<file path="config.mk">
export PLATFORM = sky130hd
export DESIGN_NAME = matrix_stream_loader
export DESIGN_NICKNAME = d
export VERILOG_FILES = /design/src/rtl/matrix_pkg.sv /design/src/rtl/matrix_elem_counter.sv /design/src/rtl/matrix_stream_loader.sv
export SDC_FILE = /design/constraint.sdc
export NUM_CORES = 1
export LEC_CHECK = 0
export ABC_AREA = 1
export BUFFER_PORTS_ARGS = -buffer_cell sky130_fd_sc_hd__buf_2
export CORE_MARGIN = 2
export CORE_UTILIZATION = 47
export DETAILED_ROUTE_END_ITERATION = 10
export GPL_TIMING_DRIVEN = 0
export HOLD_SLACK_MARGIN = 0.02
export PLACE_DENSITY = 0.75
export SLEW_MARGIN = 20
export SYNTH_ARGS = -nofsm -noshare
export SYNTH_HDL_FRONTEND = slang
export SYNTH_SLANG_ARGS = --single-unit
</file>
<file path="constraint.sdc">
create_clock -name clk -period 1.5 [get_ports clk]
set_input_delay 0.15 -clock clk [delete_from_list [all_inputs] [get_ports clk]]
set_output_delay 0.15 -clock clk [all_outputs]
set_load 0.03 [all_outputs]
</file>
<file path="src/rtl/matrix_pkg.sv">
// Shared types and helpers for the matrix stream loader and its element counter.
package matrix_pkg;

  typedef enum logic [1:0] {
    LOAD_A = 2'd0,
    LOAD_B = 2'd1,
    FULL   = 2'd2
  } state_t;

  // Width of an element counter spanning 0..n*n-1.
  function automatic int cnt_w(input int n);
    return (n * n > 1) ? $clog2(n * n) : 1;
  endfunction

  // LSB of element (r,c) in a row-major flattened n x n bus of dw-bit elements.
  function automatic int elem_lsb(input int r, input int c, input int n, input int dw);
    return (r * n + c) * dw;
  endfunction

  localparam int CNT_W_DEFAULT = cnt_w(3);

endpackage

</file>
<file path="src/rtl/matrix_elem_counter.sv">
// Element counter for an N x N matrix: linear index plus row/col split of that index.
module matrix_elem_counter
  import matrix_pkg::*;
#(
  parameter int N = 3,
  localparam int IW = cnt_w(N),
  localparam int RW = (N > 1) ? $clog2(N) : 1
) (
  input  logic          clk,
  input  logic          rst_n,
  input  logic          inc,
  input  logic          clr,
  output logic [IW-1:0] idx,
  output logic [RW-1:0] row,
  output logic [RW-1:0] col,
  output logic          wrap
);

  assign wrap = inc && (idx == IW'(N * N - 1));

  always_ff @(posedge clk or negedge rst_n) begin
    if (!rst_n) begin
      idx <= '0;
      row <= '0;
      col <= '0;
    end else if (clr || wrap) begin
      idx <= '0;
      row <= '0;
      col <= '0;
    end else if (inc) begin
      idx <= idx + 1'b1;
      if (col == RW'(N - 1)) begin
        col <= '0;
        row <= row + 1'b1;
      end else begin
        col <= col + 1'b1;
      end
    end
  end

endmodule

</file>
<file path="src/rtl/matrix_stream_loader.sv">
// Streams A then B into registered row-major buses for the N x N multiplier.
// Optional build macro MATRIX_LOADER_TRANSPOSE_B_EN: B arrives column-major.
//
// state  | meaning
// LOAD_A | accepting A elements, idx counts 0..N*N-1
// LOAD_B | accepting B elements, idx counts 0..N*N-1
// FULL   | pair held on A_flat/B_flat with out_valid, input stalled
module matrix_stream_loader
  import matrix_pkg::*;
#(
  parameter int N  = 3,
  parameter int DW = 8
) (
  input  logic              clk,
  input  logic              rst_n,
  input  logic              clear,
  input  logic              in_valid,
  output logic              in_ready,
  input  logic [DW-1:0]     in_data,
  input  logic              in_last,
  output logic              out_valid,
  input  logic              out_ready,
  output logic [N*N*DW-1:0] A_flat,
  output logic [N*N*DW-1:0] B_flat,
  output logic              err
);

  localparam int IW = cnt_w(N);
  localparam int RW = (N > 1) ? $clog2(N) : 1;

  state_t            state_q, state_d;
  logic [IW-1:0]     idx;
  logic [RW-1:0]     row, col;
  logic [RW-1:0]     b_r, b_c;
  logic              wrap, xfer, a_we, b_we, frame_err;
  logic [N*N*DW-1:0] a_q, b_q;
  logic              err_q;

  assign in_ready  = (state_q != FULL);
  assign out_valid = (state_q == FULL);
  assign xfer      = in_valid && in_ready && !clear;
  assign a_we      = xfer && (state_q == LOAD_A);
  assign b_we      = xfer && (state_q == LOAD_B);
  // in_last must coincide exactly with the final B element.
  assign frame_err = xfer && (in_last != ((state_q == LOAD_B) && wrap));

  matrix_elem_counter #(.N(N)) u_cnt (
    .clk   (clk),
    .rst_n (rst_n),
    .inc   (xfer),
    .clr   (clear),
    .idx   (idx),
    .row   (row),
    .col   (col),
    .wrap  (wrap)
  );

`ifdef MATRIX_LOADER_TRANSPOSE_B_EN
  assign b_r = col;
  assign b_c = row;
`else
  assign b_r = row;
  assign b_c = col;
`endif

  always_ff @(posedge clk or negedge rst_n) begin
    if (!rst_n) state_q <= LOAD_A;
    else        state_q <= state_d;
  end

  always_comb begin
    state_d = state_q;
    if (clear) begin
      state_d = LOAD_A;
    end else begin
      case (state_q)
        LOAD_A:  if (xfer && wrap) state_d = LOAD_B;
        LOAD_B:  if (xfer && wrap) state_d = FULL;
        FULL:    if (out_ready)    state_d = LOAD_A;
        default: state_d = LOAD_A;
      endcase
    end
  end

  always_ff @(posedge clk or negedge rst_n) begin
    if (!rst_n) begin
      a_q <= '0;
      b_q <= '0;
    end else begin
      for (int r = 0; r < N; r++) begin
        for (int c = 0; c < N; c++) begin
          if (a_we && int'(idx) == r * N + c)
            a_q[elem_lsb(r, c, N, DW) +: DW] <= in_data;
          if (b_we && int'(b_r) == r && int'(b_c) == c)
            b_q[elem_lsb(r, c, N, DW) +: DW] <= in_data;
        end
      end
    end
  end

  always_ff @(posedge clk or negedge rst_n) begin
    if (!rst_n)         err_q <= 1'b0;
    else if (clear)     err_q <= 1'b0;
    else if (frame_err) err_q <= 1'b1;
  end

  assign A_flat = a_q;
  assign B_flat = b_q;
  assign err    = err_q;

endmodule
</file>
Word level (Yosys, flattened, before mapping)

Cells that the tools add are included.

Add/sub/neg operators: 3
Equal/unequal tests: 21
Mux-type cells: 15
Reductions and logical operators: 40

Operators by type and width:

| operator            | number |
|---|---|
| $logic_and 1x1->1   | 29 |
| $eq 4x4->1 const B  | 6 |
| $mux 2              | 10 |
| $eq 2x2->1 const B  | 6 |
| $ne 3x2->1 const B  | 3 |
| $eq 4x3->1 const B  | 2 |
| $mux 4              | 2 |
| $logic_not 2->1     | 3 |
| $pmux 2 s3          | 1 |
| $reduce_bool 2->1   | 3 |
| $add 2x1->2 const B | 2 |
| $add 4x1->4 const B | 1 |
| $eq 4x2->1 const B  | 1 |
| $logic_not 4->1     | 1 |
| $reduce_and 3->1    | 1 |
| $eq 2x1->1 const B  | 1 |
| $mux 1              | 2 |
| $ne 2x2->1 const B  | 1 |
| $reduce_and 2->1    | 1 |
| $logic_not 1->1     | 1 |
| $logic_or 1x1->1    | 1 |
| $ne 1x1->1          | 1 |

Register bits: 155
Input port bits: 14
Logic and storage cells: 102

Logic depth before layout (Yosys ltp)

Gate-level depths: netlist of run 1.

Depth in word-level cells: 9
Depth in mapped cells: 8
Depth with buffers taken out: 8

Modules after synthesis

From an unflattened synthesis of run 1, not the netlist that was laid out.

Cells, all modules: 758
Area total of the unflattened synthesis: 6596.3 sq um

By module, submodules not included:

| module               | instances | cells an instance | area each (sq um) | seq. area each (sq um) |
|---|---|---|---|---|
| matrix_stream_loader | 1         | 701               | 6149.6            | 3678.5 |
| matrix_elem_counter  | 1         | 57                | 446.7             | 200.2 |

Least setup slack after synthesis of run 1

No wires, ideal clock.

Kind: register to register
From: register state_q[0]
To: register state_q[0]
Setup time: 0.138 ns
Data arrival time: 1.367 ns
Required time: 1.362 ns
Setup slack: -0.006 ns
Stages on the path, launching flop included: 6
Period minus slack after synthesis: 1.506 ns
Cell sequence: dfrtp_1 inv_1 nand2_1 nand2_1 o21ai_1 o21ai_0

Cells in the longest elaborated chain, start to end: 7

RTL lines:

| element                          | line                                                   | text |
|---|---|---|
| from (decl)                      | matrix_stream_loader.sv:31                             | `state_t state_q, state_d;` |
| from (signal assigned)           | matrix_stream_loader.sv:68                             | `else state_q <= state_d;` |
| $ne 2x2->1 *                     | matrix_stream_loader.sv:39                             | `assign in_ready = (state_q != FULL);` |
| via in_ready                     | matrix_stream_loader.sv:18                             | `output logic in_ready,` |
| $logic_and 1x1->1 * (2 in a row) | matrix_stream_loader.sv:41                             | `assign xfer = in_valid && in_ready && !clear;` |
| $logic_and 1x1->1                | matrix_elem_counter.sv:19                              | `assign wrap = inc && (idx == IW'(N * N - 1));` |
| $logic_and 1x1->1 *              | matrix_stream_loader.sv:77, matrix_stream_loader.sv:78 |  |
| $ne 3x2->1 (no line)             | --                                                     |  |
| $reduce_and 3->1 (no line) *     | --                                                     |  |

Mark *: on every way through the listed nets, which the timed path passes. The rest lies on a longest branch.
A chain may end at the register's enable or synchronous reset.

Worst setup path in the final report of run 1

From: register state_q[1]
To: register b_q[30] (netlist: B_flat[30])

Cells in the longest elaborated chain, start to end: 6

RTL lines:

| element                          | line                       | text |
|---|---|---|
| $ne 2x2->1                       | matrix_stream_loader.sv:39 |  |
| $logic_and 1x1->1 (2 in a row)   | matrix_stream_loader.sv:41 |  |
| $logic_and 1x1->1 *              | matrix_stream_loader.sv:43 | `assign b_we = xfer && (state_q == LOAD_B);` |
| $logic_and 1x1->1 * (2 in a row) | matrix_stream_loader.sv:94 | `if (b_we && int'(b_r) == r && int'(b_c) == c)` |
| to (signal, indexed assignment)  | matrix_stream_loader.sv:95 | `b_q[elem_lsb(r, c, N, DW) +: DW] <= in_data;` |
| to (decl)                        | matrix_stream_loader.sv:36 | `logic [N*N*DW-1:0] a_q, b_q;` |

Every way passes the cells marked *; elsewhere a longest branch is shown, timed or not.

==> flow_summary.toml, run 1 <==
[clock_tree]
clock-sinks = 155
clk_pin_slew_ns = 0.06
cts_buffers = 17
h-tree-depth = 4
cts_buffer_depth = 2
cts_tree = "built"
clk-insertion-delay-late_ns = 0.43
cts_root_buf = "clkbuf_16"

[global_route]
grt_max_degree = 99
grt_pass1_wl_um = 25320
grt_pass1_vias = 4854
grt_usage_pct = 24.90
antenna_found_initial = 0
grt-ovfl-total = 0

[power]
pwr-share-seq_pct = 45.4
pwr-share-comb_pct = 11.4
internal-power_uw = 7255
p_per_area_nw_per_um2 = 1209
clockPowerShare_pct = 43.3
vdd_drop_max_mv = 0.8781
leakagePower_uw = 0.004255
p_sw_share_pct = 26.83
p_sw_uw = 2661

[floorplanning]
die_x_um = 116.7
num_io_pins = 161
start_util_pct = 47.69
num_rows = 41
dieArea_um2 = 13620
die_h_um = 116.7
core_area_um2 = 12520

[sta]
fin_tns_setup_ns = 0
hold_violations = 0
rsz0062_at_grt = "yes"
fmax_mhz = 672.6
setup_viol = 0
skew_ns = 0.006516
period_needed_ns = 1.487
slew_viol_final = 0
fin_ws_ns = 0.01327
worst_pin_slew_ns = 0.7847
post-route-period-util_pct = 99.12
max-slew-margin-rel_pct = 47.69

[setup_path]
start_kind = "flip-flop"
cp.required_ns = 1.79
endpoint_kind = "flip-flop"
worstReg2RegStart = "state_q[1]"
rr_worst_depth = 8
startpoint = "state_q[1]"
critPathArrivalTime_ns = 1.78
r2r_end = "B_flat[30]"
crit_type = "reg -> reg"
cp_max_fo = 8
reg2reg_slack_ns = 0.01
crit_path_end = "B_flat[30]"

[yosys]
syn-instance-count = 589
yosysTopAreaCell = "dfrtp_1"
synth_area_um2 = 5969
synthTopCellsByArea = "dfrtp_1 65%, o21ai_0 12%, nand2_1 11%"
ys_ff_latch = 155
yosysWarnings = 0
ys_seq_area_share_pct = 64.98
yosys.area.top_type_share_pct = 64.98
syn_nets = 610
avgSynthCellArea_um2 = 10.13
yosysUniqueCellTypes = 19

[route]
post_drt_via_cell_ratio = 5.130
drc = 0
drtIter0Drc = 350
firstDrtPassIters = 5
drt_wl_total_um = 16810
vias = 5084
ant_nets = 0
wl_per_cell_um = 16.96

[finish]
area_growth_pct = 37.41
design_area_um2 = 8203
drive_above_1_share_pct = 39.07
nNetsFinal = 827
final_cell_mix = "161 x buf_2, 152 x dfrtp_1, 152 x nand2_1"
n_antenna_cell = 0
final_common_cell = "buf_2"
final_util_pct = 65.53

[hold_path]
min_path_type = "in -> reg"

[placed_design]
dp_hpwl_um = 10870
post_dp_cell_area_um2 = 7027
post-place-ws_ns = -0.2498
portBuffers = 160
gp_congestion = 0.7991

[status]
status = "finished clean"

[flow_run]
cap_violations = 0
cells by family after synthesis:
family                   count (synthesis)  share of synthesized area (%)
AO/OA/AOI/OAI                          152                          12.74
adder cells (fa/ha/maj)                  7                          1.467
buffers and inverters                   54                          4.611
flip-flops                             155                          64.98
AND/OR/NAND/NOR                        221                          16.20
sequential cells by signal (all words and copies together), names as in the netlist:
register   flops
A_flat        72
B_flat        72
err            1
state_q        2
u_cnt.col      2
u_cnt.idx      4
u_cnt.row      2
cells in the mapped netlist:
cell type and n:
o21ai_0 140, nand3_4 8, ha_1 7, buf_2 10, o21ai_1 7, nand3_1 5, or2_2 1, nand4_1 1
inv_2 1, a21oi_1 5, buf_6 8, inv_1 26, dfrtp_1 155, nor3_4 1, clkbuf_1 9, nor3_1 1
nand2_1 180, nor2_1 23, nand2_2 1
how the worst min path moves through the flow:
stage | start | cells after the start | slack [ns] | to
final | clear | 4 | 0.05 | u_cnt.idx[2]
after floorplan | rst_n | 0 | -0.15 | A_flat[0]
after CTS | clear | 4 | 0.03 | err
after global routing | clear | 4 | 0.06 | err
after detailed placement | rst_n | 1 | 0.11 | A_flat[66]
after global placement | clear | 2 | 0.38 | state_q[1]
critical path, cell delays in order, from the launching register on:
cell	delay, ns
dfrtp_2	0.44
inv_2	0.09
nand2_4	0.05
nor2_4	0.17
buf_6	0.17
nand3_4	0.13
buf_6	0.18
nand2_2	0.06
o21ai_2	0.05
per-layer routing:
layer  global-route usage, %  vias to the layer above  routed length, µm
li1                        -                     2366                  -
met1                   32.19                     2487               7010
met2                   39.00                      201               8036
met3                   9.704                       30               1470
met4                   7.922                        0                287
met5                       0                        -                  0
what timing repair did:
action	4_1_cts	5_1_grt
gates cloned	1	5
setup endpoints to repair	145	148
setup buffers	7	24
hold buffers	3	0
gates resized for setup	30	125
endpoints found under the hold margin	58	0
pin swaps	2	9
power by group through the flow:
| stage | Clock (µW) | Combinational, µW | Sequential, µW |
|---|---|---|---|
| 2_1_floorplan | 0 | 233 | 4950 |
| 3_3_place_gp | 0 | 1030 | 4550 |
| 3_5_place_dp | 0 | 1070 | 4560 |
| 4_1_cts | 4300 | 1090 | 4490 |
| 5_1_grt | 4490 | 1230 | 4520 |
| 6_report | 4290 | 1130 | 4500 |
layout make-up:
class | count | area (µm²)
Fill cell | 991 | 4314
Sequential cell | 155 | 3882
Multi-Input combinational cell | 380 | 2026
Timing Repair Buffer | 201 | 1199
Clock buffer | 22 | 474.2
Tap cell | 172 | 215.2
Buffer | 24 | 187.7
Clock inverter | 10 | 115.1
Inverter | 27 | 103.9
per-stage QoR:
step,instances,hold WS (ns),power (µW)
6_report,991,0.05048,9916
5_1_grt,991,0.06406,10240
4_1_cts,963,0.02727,9885
3_5_place_dp,922,0.1073,5627
3_3_place_gp,921,0.3768,5588
2_1_floorplan,589,-0.1456,5179
Power figures use the tool's default switching activity.
==> run 2, diff against run 1 <==
- CORE_UTILIZATION: 47 -> 52
- PLACE_DENSITY: 0.75 -> 0.79
- clock period: 1.5 -> 1.4 ns (I/O delays scaled with it)
==> run 2 against run 1 <==
Design area increased by 12%; clock power up 24%; hold slack gained 0.053 ns; maximum frequency shrank 2.3%; utilization increased by 16 points; combinational power rose by 23%; non-clock buffer count up 26; total power is 17% higher; critical path depth did not move; largest power group is now the clock network; the flow now finishes with violations (negative setup slack); critical path type unchanged.
==> flow_summary.toml, run 2 (synthesized netlist as in run 1, its figures left out) <==
[power]
p_per_area_nw_per_um2 = 1257
internal-power_uw = 8511
p_sw_share_pct = 26.40
pwr-share-seq_pct = 41.9
vdd_drop_max_mv = 1.145
p_sw_uw = 3052
leakagePower_uw = 0.004615
total_power_uw = 11560
pwr-share-comb_pct = 12.0
clockPowerShare_pct = 46.0

[flow_run]
cap_violations = 0

[clock_tree]
cts_buffer_depth = 2
clock-sinks = 155
h-tree-depth = 4
cts_root_buf = "clkbuf_16"
clk_pin_slew_ns = 0.06
clk-insertion-delay-late_ns = 0.44
cts_buffers = 17
cts_tree = "built"

[route]
drt_wl_total_um = 20420
drtIter0Drc = 592
firstDrtPassIters = 5
wl_per_cell_um = 20.67
drc = 0
post_drt_via_cell_ratio = 5.617
ant_nets = 0
vias = 5550

[sta]
hold_violations = 0
fin_ws_ns = -0.1216
skew_ns = 0.01185
worst_pin_slew_ns = 0.9941
post-route-period-util_pct = 108.7
setup_viol = 115
max-slew-margin-rel_pct = 33.73
hold_ws_ns = 0.1036
fmax_mhz = 657.2
slew_viol_final = 0
rsz0062_at_grt = "yes"
period_needed_ns = 1.522

[global_route]
grt-ovfl-total = 0
grt_max_degree = 79
antenna_found_initial = 0
grt_usage_pct = 30.93
grt_pass1_wl_um = 29610
grt_pass1_vias = 5609

[setup_path]
critPathArrivalTime_ns = 1.81
max_stage_delay_ns = 0.44
cp.required_ns = 1.69
reg2reg_slack_ns = -0.12
crit_type = "reg -> reg"
crit_family = "flip-flops"
start_kind = "flip-flop"
crit_buf_inv = 3
endpoint_kind = "flip-flop"
crit_chain = "inv_4, ha_1, inv_1, nor2_4, nand2_8, buf_8, nand2_4, o21ai_1"
worstReg2RegStart = "u_cnt.idx[0]"
cp_max_fo = 8
startpoint = "u_cnt.idx[0]"
cp_slowest_cell = "dfrtp_2"

[status]
status = "finished, violations left"
violations = "negative setup slack"

[finish]
nNetsFinal = 853
fillers = 619
multiInputGateArea_um2 = 2605
area_growth_pct = 54.10
design_area_um2 = 9199
final_util_pct = 81.26
register_area_um2 = 3882
final_common_cell = "buf_2"
drive_above_1_share_pct = 52.78
n_antenna_cell = 0
final_cell_mix = "158 x buf_2, 152 x dfrtp_1, 115 x nand2_1"

[placed_design]
dp_hpwl_um = 11010
post_dp_cell_area_um2 = 7010
portBuffers = 160
gp_congestion = 0.8833

[floorplanning]
num_rows = 39
dieArea_um2 = 12350
core_area_um2 = 11320
start_util_pct = 52.73
die_h_um = 111.1
die_x_um = 111.1
num_io_pins = 161

[hold_path]
hp-start = "clear"
min_path_type = "in -> reg"
==> run 2: cell types whose count changed in the layout (fill, tap and decap cells not counted), moves of 12 or more <==
| cell | change |
|---|---|
| o21ai_0 | -75 |
| o21ai_2 | +53 |
| nand2_1 | -37 |
| buf_6 | +29 |
| o21ai_1 | +22 |
| nand2_4 | +15 |
| nand2_2 | +12 |
==> run 2: tightest hold or removal path, cell delays in order <==
cell	delay (ns)
buf_2	0.13
inv_2	0.07
nand2_1	0.08
nand2_1	0.07
==> run 2: power groups by stage <==
| stage | Sequential, µW | Clock (µW) | Combinational, µW |
|---|---|---|---|
| finish | 4850 | 5320 | 1390 |
| global route | 4860 | 5500 | 1480 |
| CTS | 4820 | 5260 | 1290 |
| detailed placement | 4890 | 0 | 1150 |
| global placement | 4880 | 0 | 1110 |
| floorplan | 5300 | 0 | 250 |
==> run 2: metal layers <==
layer | GRT usage [%] | up-vias | routed length [µm]
met5 | 0 | - | 0
met4 | 10.95 | 0 | 616
met3 | 10.11 | 56 | 1621
met2 | 52.64 | 285 | 10400
met1 | 37.17 | 2784 | 7790
li1 | - | 2425 | -
==> run 2: path summary, 6_finish.rpt <==
path | end | depth (start not counted)
max | A_flat[54] | 8
min reg2reg | A_flat[26] | 2
max in group asynchronous | u_cnt.idx[1] | 3
max reg2reg | A_flat[54] | 8
min | err | 4
min in group asynchronous | B_flat[54] | 2
==> run 2: per-stage QoR <==
step,setup WS (ns),instances,setup TNS (ns)
3_5_place_dp,-0.2829,893,-24.56
2_1_floorplan,-0.02851,589,-0.02851
3_3_place_gp,-1.879,892,-305.65
4_1_cts,-0.07115,968,-4.042
6_report,-0.1216,988,-5.714
5_1_grt,-0.1784,988,-14.14
==> run 2: area by class of cell <==
class,instances,share of cell area [%]
flip-flops and latches,155,42.21
multi-input cells,380,28.32
repair buffers,224,16.20
clock buffers,21,5.005
plain buffers,27,2.856
clock inverters,11,2.339
well taps,143,1.945
inverters,27,1.129
==> run 2: repair_timing <==
action / CTS / global route
resized for setup: 239 / 177
gates cloned: 16 / 1
pin swaps: 9 / 13
setup endpoints to repair: 153 / 157
setup buffers: 23 / 19
hold buffers: 4 / 0
endpoints found under the hold margin: 78 / 0
==> run 3, diff against run 2 <==
--- a/config.mk
+++ b/config.mk
@@ -11,2 +11,3 @@
 export CORE_UTILIZATION = 52
+export CTS_BUF_LIST = sky130_fd_sc_hd__clkbuf_16
 export DETAILED_ROUTE_END_ITERATION = 10
--- a/constraint.sdc
+++ b/constraint.sdc
@@ -3,2 +3,2 @@
 set_output_delay 0.14 -clock clk [all_outputs]
-set_load 0.03 [all_outputs]
+set_load 0.005 [all_outputs]
==> run 3 against run 2 <==
The flow still finishes with violations (negative setup slack); clock power is 16% lower; clock-buffer cell count is 4 lower; critical path type unchanged; hold slack worse by 0.057 ns; sequential share of layout area is 0.80 points higher; design area is 1.9% lower; total power is 11% lower.
==> flow_summary.toml, run 3 (synthesized netlist as in run 1, its figures left out) <==
[setup_path]
cp.required_ns = 1.74
cp_max_fo = 5
startpoint = "u_cnt.idx[3]"
crit_buf_inv = 2
crit_type = "reg -> reg"
critPathArrivalTime_ns = 1.94
cp_slowest_cell = "dfrtp_1"
worstReg2RegStart = "u_cnt.idx[3]"
max_stage_delay_ns = 0.44
crit_family = "simple AND/OR/NAND/NOR gates"
start_kind = "flip-flop"
endpoint_kind = "flip-flop"
crit_chain = "inv_1, nand2_1, nor2_2, nand2_4, buf_2, o21ai_0"

[floorplanning]
start_util_pct = 52.73
num_io_pins = 161
core_area_um2 = 11320
die_h_um = 111.1
dieArea_um2 = 12350
num_rows = 39
die_x_um = 111.1

[global_route]
grt_max_degree = 81
grt_pass1_wl_um = 28560
grt-ovfl-total = 0
antenna_found_initial = 0
grt_pass1_vias = 5460
grt_usage_pct = 29.86

[placed_design]
portBuffers = 160
gp_congestion = 0.8343
dp_hpwl_um = 10930
post_dp_cell_area_um2 = 6993
post-place-ws_ns = -0.2855

[hold_path]
hp-start = "clear"
min_path_type = "in -> reg"

[finish]
n_antenna_cell = 0
register_area_um2 = 3880
design_area_um2 = 9022
area_growth_pct = 51.14
final_common_cell = "buf_2"
fillers = 661
multiInputGateArea_um2 = 2639
nNetsFinal = 838
final_cell_mix = "160 x buf_2, 154 x dfrtp_1, 115 x nand2_1"
drive_above_1_share_pct = 52.41

[sta]
slew_viol_final = 0
max-slew-margin-rel_pct = 32.42
hold_ws_ns = 0.04655
period_needed_ns = 1.597
fmax_mhz = 626.1
rsz0062_at_grt = "yes"
fin_tns_setup_ns = -9.761
setup_viol = 127
fin_ws_ns = -0.1971
post-route-period-util_pct = 114.1
skew_ns = 0.01673
hold_violations = 0
worst_pin_slew_ns = 1.014

[power]
vdd_drop_max_mv = 1.067
p_per_area_nw_per_um2 = 1138
leakagePower_uw = 0.004552

[route]
drc = 0
drt_wl_total_um = 20300
ant_nets = 0
post_drt_via_cell_ratio = 5.740
firstDrtPassIters = 8
wl_per_cell_um = 20.87
drtIter0Drc = 464
vias = 5585

[clock_tree]
clk_pin_slew_ns = 0.07
cts_root_buf = "clkbuf_16"
clk-insertion-delay-late_ns = 0.44
cts_buffers = 17
cts_buffer_depth = 2
clock-sinks = 155
cts_tree = "built"
h-tree-depth = 4

[status]
violations = "negative setup slack"
status = "finished, violations left"

[flow_run]
cap_violations = 0
==> run 3: cell types whose count changed in the layout (fill, tap and decap cells not counted), sizes merged <==
cell	previous run	this run
buf	238	223
clkinv	4	9
bufinv	6	2
clkbuf	30	26
inv	27	30
==> run 3: final timing paths <==
| kind | slack [ns] | depth (start not counted) | end |
|---|---|---|---|
| max in group asynchronous | 0.36 | 3 | A_flat[11] |
| worst max-delay path | -0.20 | 6 | A_flat[32] |
| worst min register to register | 0.48 | 2 | A_flat[28] |
| min in group asynchronous | 0.26 | 2 | state_q[0] |
| worst min-delay path | 0.05 | 4 | err |
| worst max register to register | -0.20 | 6 | A_flat[32] |
==> run 3: per-stage QoR <==
step                utilization, %  instances  total power, µW
CTS                          73.91        963            10080
global placement             61.44        892             5576
detailed placement           61.77        893             5621
floorplan                        -        589             5152
finish                       79.70        973            10270
global route                 79.70        973            10560
==> run 3: power breakdown <==
| part | switching [µW] | internal, µW | total (µW) |
|---|---|---|---|
| Clock | 1860 | 2580 | 4450 |
| Sequential | 154 | 4690 | 4850 |
| Combinational | 604 | 370 | 974 |
| Total | 2620 | 7650 | 10300 |
==> run 3: per-layer routing <==
metal,vias up,track usage (%),share of wire (%),wire length [µm]
met5,-,0,0,0
met1,2790,36.76,36,7359
met3,79,10.22,9.0,1821
met2,317,49.16,50,10250
li1,2399,-,-,-
met4,0,11.36,4.3,871
==> run 3: worst min-delay path, cell delays in order <==
cell and delay, ns:
buf_2 0.12, inv_2 0.07, nand2_1 0.06, nand2_1 0.05
==> run 3: area by class of cell <==
| class | count | area share [%] |
|---|---|---|
| Buffer | 27 | 2.829 |
| Inverter | 27 | 1.151 |
| Clock inverter | 15 | 1.470 |
| Timing Repair Buffer | 209 | 15.60 |
| Multi-Input combinational cell | 380 | 29.25 |
| Sequential cell | 155 | 43.00 |
| Tap cell | 143 | 1.983 |
| Clock buffer | 17 | 4.715 |
==> run 3: what timing repair did <==
item                                   in CTS  in global routing
endpoints found under the hold margin      76                  0
hold buffers                                4                  0
cloned                                     17                  3
pin swaps                                   5                 12
buffers inserted                           17                  9
resized for setup                         224                198
setup endpoints to repair                 151                156
